<file path="src/rtl/move_select_decoder.sv">
// Registered move decoder: takes a move request over valid/ready, range- and occupancy-checks it,
// and then issues a one-hot cell write-enable tagged with the moving player.
module move_select_decoder #(
  parameter int N_CELLS = 9,
  parameter int SEL_W   = 4,
  parameter int CNT_W   = 4
) (
  input  logic               clk,
  input  logic               rst,
  input  logic               clr,
  input  logic               move_valid,
  input  logic [SEL_W-1:0]   move_sel,
  output logic               move_ready,
  output logic [N_CELLS-1:0] en,
  output logic               en_player,
  output logic               accept,
  output logic               reject,
  output logic [1:0]         reject_code,
  output logic               turn,
  output logic [N_CELLS-1:0] occupied,
  output logic [CNT_W-1:0]   move_count,
  output logic               board_full
);

  // state | meaning
  // IDLE  | ready for a move request
  // CHECK | captured index being validated, result pulses issued at the next edge
  // FULL  | every cell taken, requests ignored until rst/clr
  localparam logic [1:0] IDLE  = 2'd0;
  localparam logic [1:0] CHECK = 2'd1;
  localparam logic [1:0] FULL  = 2'd2;

  logic [1:0]         state;
  logic [SEL_W-1:0]   sel_q;
  logic [N_CELLS-1:0] sel_hot;
  logic               in_range;
  logic               occ_hit;
  logic [CNT_W-1:0]   count_inc;
  logic               last_move;

  // Decoding into a one-hot vector keeps out-of-range indices from ever producing a bit.
  always_comb begin
    sel_hot = '0;
    for (int i = 0; i < N_CELLS; i++) begin
      sel_hot[i] = (sel_q == SEL_W'(i));
    end
  end

  assign in_range   = ({1'b0, sel_q} < (SEL_W + 1)'(N_CELLS));
  assign occ_hit    = |(occupied & sel_hot);
  assign count_inc  = move_count + CNT_W'(1);
  assign last_move  = (count_inc == CNT_W'(N_CELLS));
  assign move_ready = (state == IDLE);

  always_ff @(posedge clk) begin
    if (rst || clr) begin
      state       <= IDLE;
      en          <= '0;
      en_player   <= 1'b0;
      accept      <= 1'b0;
      reject      <= 1'b0;
      reject_code <= 2'b00;
      turn        <= 1'b0;
      occupied    <= '0;
      move_count  <= '0;
      board_full  <= 1'b0;
      if (rst) begin
        sel_q <= '0;
      end
    end else begin
      en          <= '0;
      en_player   <= 1'b0;
      accept      <= 1'b0;
      reject      <= 1'b0;
      reject_code <= 2'b00;
      case (state)
        IDLE: begin
          if (move_valid) begin
            sel_q <= move_sel;
            state <= CHECK;
          end
        end
        CHECK: begin
          if (!in_range) begin
            reject      <= 1'b1;
            reject_code <= 2'b10;
            state       <= IDLE;
          end else if (occ_hit) begin
            reject      <= 1'b1;
            reject_code <= 2'b01;
            state       <= IDLE;
          end else begin
            en         <= sel_hot;
            en_player  <= turn;
            accept     <= 1'b1;
            occupied   <= occupied | sel_hot;
            turn       <= ~turn;
            move_count <= count_inc;
            board_full <= last_move;
            state      <= last_move ? FULL : IDLE;
          end
        end
        FULL:    state <= FULL;
        default: state <= IDLE;
      endcase
    end
  end

endmodule

</file>
<file path="config.mk">
export PLATFORM = sky130hd
export DESIGN_NAME = move_select_decoder
export DESIGN_NICKNAME = d
export VERILOG_FILES = /design/src/rtl/move_select_decoder.sv
export SDC_FILE = /design/constraint.sdc
export NUM_CORES = 1
export LEC_CHECK = 0
export ABC_AREA = 1
export BUFFER_PORTS_ARGS = -buffer_cell sky130_fd_sc_hd__buf_2
export CAP_MARGIN = 20
export CELL_PAD_IN_SITES_DETAIL_PLACEMENT = 0
export CELL_PAD_IN_SITES_GLOBAL_PLACEMENT = 1
export CORE_ASPECT_RATIO = 0.75
export CORE_MARGIN = 5
export CORE_UTILIZATION = 40
export DETAILED_ROUTE_END_ITERATION = 7
export PLACE_DENSITY = 0.84
export SYNTH_ARGS = -nofsm -noshare
export SYNTH_HDL_FRONTEND = slang
export SYNTH_SLANG_ARGS = --single-unit
</file>
<file path="constraint.sdc">
create_clock -name clk -period 4.8 [get_ports clk]
set_clock_uncertainty 0.1 [all_clocks]
set_input_delay 0.96 -clock clk [delete_from_list [all_inputs] [get_ports clk]]
set_output_delay 0.96 -clock clk [all_outputs]
set_load 0.02 [all_outputs]
</file>
---- Yosys cells after proc, flatten, opt, wreduce, memory -nomap -nowiden ----
Index checks and enable logic that the tools add are counted.
W data, S select, Z words.
cells by class
  add/sub/neg operators ................... 1
  $lt $le $gt $ge ......................... 1
  equal/unequal tests ..................... 13
  muxes and demuxes ....................... 14
  bitwise operators ....................... 6
  reduce and logical (&&, ||, !) cells .... 11
operator list
  kind                   number
  $eq A4 B3 Y1 const B   4
  $mux W4                4
  $reduce_or A12 Y1      1
  $mux W2                5
  $and A9 B9 Y9          1
  $or A9 B9 Y9           1
  $reduce_or A9 Y1       1
  $eq A4 B2 Y1 const B   2
  $eq A4 B4 Y1 const B   2
  $pmux W2 S3            1
  $reduce_and A3 Y1      2
  $add A4 B1 Y4 const B  1
  $eq A4 B1 Y1 const B   1
  $logic_not A4 Y1       1
  $lt A4 B4 Y1 const B   1
  $mux W1                4
  $ne A2 B2 Y1 const B   2
  $not A1 Y1             4
  $reduce_bool A2 Y1     2
  $reduce_or A3 Y1       1
  $eq A2 B1 Y1 const B   1
  $eq A2 B2 Y1 const B   1
  $logic_not A2 Y1       1
  $reduce_or A2 Y1       1
  $logic_or A1 B1 Y1     1
word-level totals
  register bits after elaboration ......... 35
  output and inout bits ................... 30

---- Longest topological paths before layout ----
Gate-level depths: netlist of run 1.
  word-level depth ........................ 6
  mapped depth ............................ 10
  mapped depth without buffers ............ 10

---- Worst setup path after synthesis of run 1 ----
No wires, ideal clock.
  path kind ............................... input -> register
  start ................................... in clr
  end ..................................... reg occupied[0]
  library setup time ...................... 0.067 ns
  arrival time ............................ 1.779 ns
  setup slack ............................. 2.854 ns
  stages .................................. 4
  buffers on the path ..................... 1
  cell sequence ........................... nor2_1 > clkbuf_1 > nand3_1 > o21ai_2
between the ends
  cells in the longest elaborated chain, start to end .. 1
ends and longest elaborated chain
  item                    RTL line  source
  start: declaration      10        input logic clr,
  $logic_or A1 B1 Y1      56        if (rst || clr) begin
  end signal: assignment  96        occupied <= occupied | sel_hot;
  end: declaration        20        output logic [N_CELLS-1:0] occupied,
No other way between the ends.
A chain may end at the register's enable or synchronous reset.

---- Worst setup path in the final report of run 1 ----
  start ................................... reg state[1]
  end ..................................... out move_ready
between the ends
  cells in the longest elaborated chain, start to end .. 1
ends and longest elaborated chain
  item                      RTL line  source
  start: declaration        33        logic [1:0] state;
  start signal: assignment  100       state <= last_move ? FULL : IDLE;
  $logic_not A2 Y1          53        assign move_ready = (state == IDLE);
  end: declaration          13        output logic move_ready,
No other way between the ends.

==> results.md, run 1 <==
* Cell Pwr Density at 346.7 nW/um^2
* ANT nets after route at 0
* Initial Util at 41.14%
* Peak Freq at 501.1 MHz
* Register bit total from synthesis at 35
* Syn Area/Cell at 8.855 um^2
* Post-Syn Nets at 179
* Post-layout util at 50.50%
* Area Overhead vs Synth at 22.74%
* Int Pwr at 0.0004974 W
* Initial DRT Pass Iterations at 4
* I/O Buffers at 37
* Final Hold Fails at 0
* GRT Util Overall at 12.45%
* Hold Buf Count CTS at 0
* CP cell instances: nor2_1 > buf_2
* Clock latency on the worst-skew pair at 0.29 ns
* Iter 0 DRT Violations at 66
* Period utilization at 41.57%
* Total CTS buffers at 5
* Hpwl dp at 2088 um
* Comb power frac at 5.9%
* Inserted Diodes at 0
* Final setup vio count at 0
* Relative slew slack at 74.07%
* Tightest Pin Transition at 0.3890 ns
* Overflow after GRT at 0
* Arr. time, crit path at 0.94 ns
* Synth Cell Area at 1496 um^2
* Worst reg2reg setup slack at 2.95 ns
* Worst Setup SP: state[1]$_SDFFE_PP0P_
* H-tree levels at 2
* Fraction of layout cells with a size suffix above 1 at 36.02%
* Status: finished, final reports clean
* Clock Sinks at 35
* Vias per inst at 4.403
* Total negative slack at 0 ns
* Worst reg-to-reg path cell count at 7
* Leakage power at 0.8468 nW
* Crit path capture: move_ready
* Final WL at 2813 um
* Critical Path RT at 3.74 ns
* Post-CTS Resized at 0
* Post-Place Worst Slack at 2.686 ns
* Switch share at 21.89%
* Crit path time final at 1.995 ns
* CP Launch Type: register
* RSZ-0062 raised after global routing: no
* Maximum VDD drop at 182.6 uV
* DIE AREA at 5077 um^2
* Largest net degree at the start of global routing at 27
* Worst-path fanout max at 3
* Pwr Total at 0.0006369 W
* IO Count at 38
* Clk root buf: clkbuf_8
* CP Class: register to output port
* Final worst slack at 2.805 ns
* Drt drc at 0
* Ys Warns at 0
* Max Slew Vio Count at 0
* Clk slew on worst S/H paths at 0.07 ns
* Count of cell types in the netlist at 26
* CP max stage cell: dfxtp_1
* RR Startpoint: sel_q[1]$_SDFFCE_PP0P_
* Post-Synthesis Cells at 169
* Number of global-route vias before repair at 1080
* Via count at 1158
* Max cap viols at 0
* Final hold slack at 0.3716 ns
* RR Endpoint: move_count[1]$_SDFFE_PP0P_
* Core ar. at 3637 um^2
* Hold Path Class: register to register
* Post-CTS Setup Inserts at 0
* Worst-case clock buffer depth at 2
* CP max stage delay at 0.32 ns
* Global-route wire length before repair at 4809 um
* DIE WIDTH at 80.63 um
* CTS tree: done
* Sequential element share of the synthesized area at 49.50%
* Num rows at 19
* Die H at 62.97 um
* WL/cell at 10.70 um
* Initial antenna violation count at 0
* Clock Power Share at 46.3%
* Gpl congestion at 0.7812
* Fin nets at 220
* Switch Pwr at 0.0001394 W
* Flop pwr share at 47.8%
* CP Capture Type: output port
==> state kept, by name, indices dropped and copies added (netlist names) <==
name	cells
accept	1
board_full	1
turn	1
occupied	9
state	2
en	9
move_count	4
en_player	1
reject_code	2
sel_q	4
reject	1
==> critical path, delay by kind of cell (launching register included) <==
family	cells	cell delay (ns)
buffers and inverters	1	0.19
AND/OR/NAND/NOR	1	0.13
flip-flops	1	0.32
==> power by group through the flow <==
stage | clock [W] | sequential (W) | combinational, W
3_3_place_gp | 0 | 0.000311 | 0.0000380
6_report | 0.000295 | 0.000304 | 0.0000377
2_1_floorplan | 0 | 0.000312 | 0.0000291
4_1_cts | 0.000303 | 0.000304 | 0.0000383
3_5_place_dp | 0 | 0.000311 | 0.0000382
5_1_grt | 0.000316 | 0.000305 | 0.0000425
==> final cells by class <==
class                      count  area, um^2
sequential                    35       740.7
clock buffer                   6       93.84
tap                           52       65.06
fill                         357        1800
multi-input combinational    110       631.9
clock inverter                 2       37.54
inverter                      20       75.07
timing repair buffer          38       192.7
==> per-layer routing <==
layer	track usage (%)	share of wire, %	vias to the layer above
met5	0	0	-
met4	7.595	2.4	0
met3	4.323	7.1	7
met2	16.63	40	31
met1	16.89	51	495
li1	-	-	625
==> Yosys cell counts <==
cell	instances	area (um^2)
a21oi_1	6	30.03
a21oi_2	1	8.760
a31oi_1	1	6.260
buf_12	1	20.02
buf_6	1	11.26
clkbuf_1	1	3.750
clkbuf_8	1	13.76
clkinv_1	1	3.750
dfxtp_1	31	620.6
edfxtp_1	4	120.1
ha_1	2	25.02
inv_1	17	63.81
inv_2	2	7.510
nand2_1	27	101.4
nand2_2	3	18.77
nand3_1	16	80.08
nand3_2	2	20.02
nand3_4	1	17.52
nand4_1	6	37.54
nor2_1	22	82.58
nor2_2	7	43.79
nor2_4	4	45.04
nor2_8	1	20.02
o21ai_2	9	78.83
o21bai_1	1	7.510
xnor2_1	1	8.760
==> logic make-up after synthesis <==
kind of cell | synth area share [%]
and+or+nand+nor | 31.19
buffers and inverters | 8.277
adders and majority gates | 1.672
DFF | 49.50
xor gates and xnor gates | 0.5854
AOI/OAI and AO/OA | 8.780
==> stage by stage <==
step | instance area [um^2] | cells
floorplan | 1496 | 169
global placement | 1705 | 255
global route | 1837 | 263
detailed placement | 1705 | 255
CTS | 1837 | 263
finish | 1837 | 263
==> layout by cell type, fill, tap and decap left out, drive strengths merged <==
cell type  instances
o21bai             1
xnor2              1
inv               19
nand4              6
ha                 2
edfxtp             4
o21ai              9
nand3             19
a31oi              1
clkinv             1
bufinv             1
buf               38
clkinvlp           1
a21oi              7
nand2             30
clkbuf             6
dfxtp             31
nor2              34
==> worst min-delay path by stage <==
stage,startpoint,to,slack [ns],depth (start not counted)
6_report,board_full$_SDFFE_PP0P_,board_full$_SDFFE_PP0P_,0.37,2
5_1_grt,board_full$_SDFFE_PP0P_,board_full$_SDFFE_PP0P_,0.39,2
4_1_cts,board_full$_SDFFE_PP0P_,board_full$_SDFFE_PP0P_,0.37,2
3_5_place_dp,board_full$_SDFFE_PP0P_,board_full$_SDFFE_PP0P_,0.35,2
3_3_place_gp,board_full$_SDFFE_PP0P_,board_full$_SDFFE_PP0P_,0.35,2
2_1_floorplan,state[1]$_SDFFE_PP0P_,state[1]$_SDFFE_PP0P_,0.36,2
(Power assumes the default switching activity.)
==> run 2: changes to the inputs <==
--- a/config.mk
+++ b/config.mk
@@ -12,9 +12,9 @@
 export CELL_PAD_IN_SITES_GLOBAL_PLACEMENT = 1
 export CORE_ASPECT_RATIO = 0.75
 export CORE_MARGIN = 5
-export CORE_UTILIZATION = 40
+export CORE_UTILIZATION = 38
 export DETAILED_ROUTE_END_ITERATION = 7
-export PLACE_DENSITY = 0.84
+export PLACE_DENSITY = 0.8
 export SYNTH_ARGS = -nofsm -noshare
 export SYNTH_HDL_FRONTEND = slang
 export SYNTH_SLANG_ARGS = --single-unit
==> constraint.sdc (replaced) <==
create_clock -name clk -period 2 [get_ports clk]
set_clock_uncertainty 0.1 [all_clocks]
set_input_delay 0.4 -clock clk [delete_from_list [all_inputs] [get_ports clk]]
set_output_delay 0.4 -clock clk [all_outputs]
set_load 0.02 [all_outputs]
==> run 2 against run 1 <==
Compared with the run above: core utilization shrank 1.8 points; power rose by 130%; die area is 4.5% higher; critical path depth grew 5; register-to-register slack worse by 2.8 ns; critical endpoint is now move_count[3]$_SDFFE_PP0P_; largest cell class unchanged; highest routed layer unchanged.
==> results.md, run 2 (synthesis results as in run 1) <==
* Status: finished, final reports clean
* Clock Sinks at 35 (unchanged)
* Cell Pwr Density at 796.1 nW/um^2 (+130%)
* IO Count at 38 (unchanged)
* Switch Pwr at 0.0003293 W (+140%)
* Relative slew slack at 72.99% (-1.1 points)
* Core ar. at 3732 um^2 (+2.6%)
* Area Overhead vs Synth at 21.49%
* Clk slew on worst S/H paths at 0.07 ns (about the same)
* Switch share at 22.76% (+0.87 points)
* CP cell instances: nor2_2 > a21oi_2 > nor2_4 > nand3_4 > nand2_1 > nand2_1 > nor2_2
* Vias per inst at 4.487 (+1.9%)
* Iter 0 DRT Violations at 27 (-59%)
* Die H at 64.35 um (+2.2%)
* DIE AREA at 5306 um^2 (+4.5%)
* Clock latency on the worst-skew pair at 0.28 ns (about the same)
* Crit path time final at 1.846 ns
* Period utilization at 92.29%
* Critical Path RT at 2.13 ns (-1.61 ns)
* Pwr Total at 0.001447 W (+130%)
* Drt drc at 0 (unchanged)
* H-tree levels at 2 (unchanged)
* Via count at 1180 (+1.9%)
* Worst Setup SP: sel_q[1]$_SDFFCE_PP0P_
* Post-CTS Resized at 0 (unchanged)
* Gpl congestion at 0.7318 (-6.3%)
* Peak Freq at 541.8 MHz
* Hold Buf Count CTS at 0 (unchanged)
* Worst-case clock buffer depth at 2 (unchanged)
* Max cap viols at 0 (unchanged)
* Fraction of layout cells with a size suffix above 1 at 36.02% (unchanged)
* Comb power frac at 6.3% (+0.4 points)
* GRT Util Overall at 12.41% (-0.038 points)
* Overflow after GRT at 0 (unchanged)
* Max Slew Vio Count at 0 (unchanged)
* WL/cell at 11.11 um (+3.9%)
* Total negative slack at 0 ns (unchanged)
* Final WL at 2922 um (+3.9%)
* Fin nets at 220 (unchanged)
* CP Launch Type: register
* Commonest non-fill, non-tap cell in the layout: buf_2
* Leakage power at 0.8423 nW (-0.52%)
* Clk root buf: clkbuf_8
* CTS tree: done
* Leading cell types in the layout, fill and taps excluded: buf_2, dfxtp_1, nand2_1, nor2_1, inv_1
* Post-CTS Setup Inserts at 0 (unchanged)
* Total CTS buffers at 5 (unchanged)
* Final Hold Fails at 0 (unchanged)
* Final setup vio count at 0 (unchanged)
* Initial DRT Pass Iterations at 4 (unchanged)
* CP max stage cell: edfxtp_1
* Final hold slack at 0.2682 ns (-0.1034 ns)
* Largest net degree at the start of global routing at 27 (unchanged)
* CP max stage delay at 0.46 ns (+0.14 ns)
* Number of global-route vias before repair at 1110 (+2.8%)
* Hold Path Class: input pin to register
* Hold Path Origin: move_valid
* CP Class: register to register
* CP Capture Type: register
* Initial Util at 40.09% (-1.0 points)
* Maximum VDD drop at 351.3 uV (+92%)
* ANT nets after route at 0 (unchanged)
* Worst-path fanout max at 26 (+23)
* Int Pwr at 0.001118 W (+120%)
* Post-Place Worst Slack at 0.1420 ns (-2.544 ns)
* RR Startpoint: sel_q[1]$_SDFFCE_PP0P_
* Num rows at 19 (unchanged)
* Clock Power Share at 43.2% (-3.1 points)
* Flop pwr share at 50.5% (+2.7 points)
* RSZ-0062 raised after global routing: no
* DIE WIDTH at 82.46 um (+2.3%)
* Biggest regs: en: 9 flops, occupied: 9 flops
* Initial antenna violation count at 0 (unchanged)
* Hpwl dp at 2185 um (+4.6%)
* I/O Buffers at 37 (unchanged)
* Final worst slack at 0.1543 ns (-2.650 ns)
* Tightest Pin Transition at 0.4044 ns (+0.01534 ns)
* Global-route wire length before repair at 4981 um (+3.6%)
* Inserted Diodes at 0 (unchanged)
* Arr. time, crit path at 1.97 ns (+1.03 ns)
[run 2: cell types whose count changed in the layout (fill, tap and decap cells not counted)]
cell,previous run,this run
clkinv_2,0,1
clkbuf_16,1,0
clkinvlp_4,1,0
clkinv_4,0,1
[run 2: cell type report]
class                   count  area (um^2)
repair buffers             38        192.7
inverters                  20        75.07
clock inverters             3        43.79
multi-input cells         110        631.9
flip-flops and latches     35        740.7
well taps                  52        65.06
fillers                   358         1914
clock buffers               5        68.82
[run 2: power by group through the flow]
| stage | Clock [W] | Sequential (W) | Combinational [W] |
|---|---|---|---|
| 2_1_floorplan | 0 | 0.000749 | 0.0000699 |
| 3_3_place_gp | 0 | 0.000747 | 0.0000918 |
| 3_5_place_dp | 0 | 0.000747 | 0.0000922 |
| 4_1_cts | 0.000638 | 0.000730 | 0.0000930 |
| 5_1_grt | 0.000675 | 0.000732 | 0.000103 |
| 6_report | 0.000625 | 0.000730 | 0.0000917 |
[run 2: worst paths after layout]
path                            slack, ns  depth (start not counted)                    endpoint
worst max-delay path                 0.15                          7  move_count[3]$_SDFFE_PP0P_
worst max register to register       0.15                          7  move_count[3]$_SDFFE_PP0P_
worst min register to register       0.38                          2        en_player$_SDFF_PP0_
worst min-delay path                 0.27                          3       state[0]$_SDFFE_PP0P_
[run 2: stage by stage]
step,utilization (%),cells,area (um^2)
6_report,48.71,263,1818
5_1_grt,48.71,263,1818
4_1_cts,48.71,263,1818
3_5_place_dp,45.69,255,1705
2_1_floorplan,-,169,1496
3_3_place_gp,45.69,255,1705
[run 2: routing by layer]
| metal | part of all wire [%] | wire, um | GRT usage (%) | vias up |
|---|---|---|---|---|
| met3 | 5.3 | 154 | 4.635 | 7 |
| met2 | 45 | 1314 | 18.80 | 20 |
| met5 | 0 | 0 | 0 | - |
| met1 | 48 | 1402 | 15.56 | 523 |
| met4 | 1.7 | 51 | 5.602 | 0 |
| li1 | - | - | - | 630 |
[run 2: worst max-delay path: cells and delay by family, from the launching register on]
family / cells / cell delay, ns
AO/OA/AOI/OAI: 1 / 0.14
flip-flops: 1 / 0.46
AND/OR/NAND/NOR: 6 / 1.09
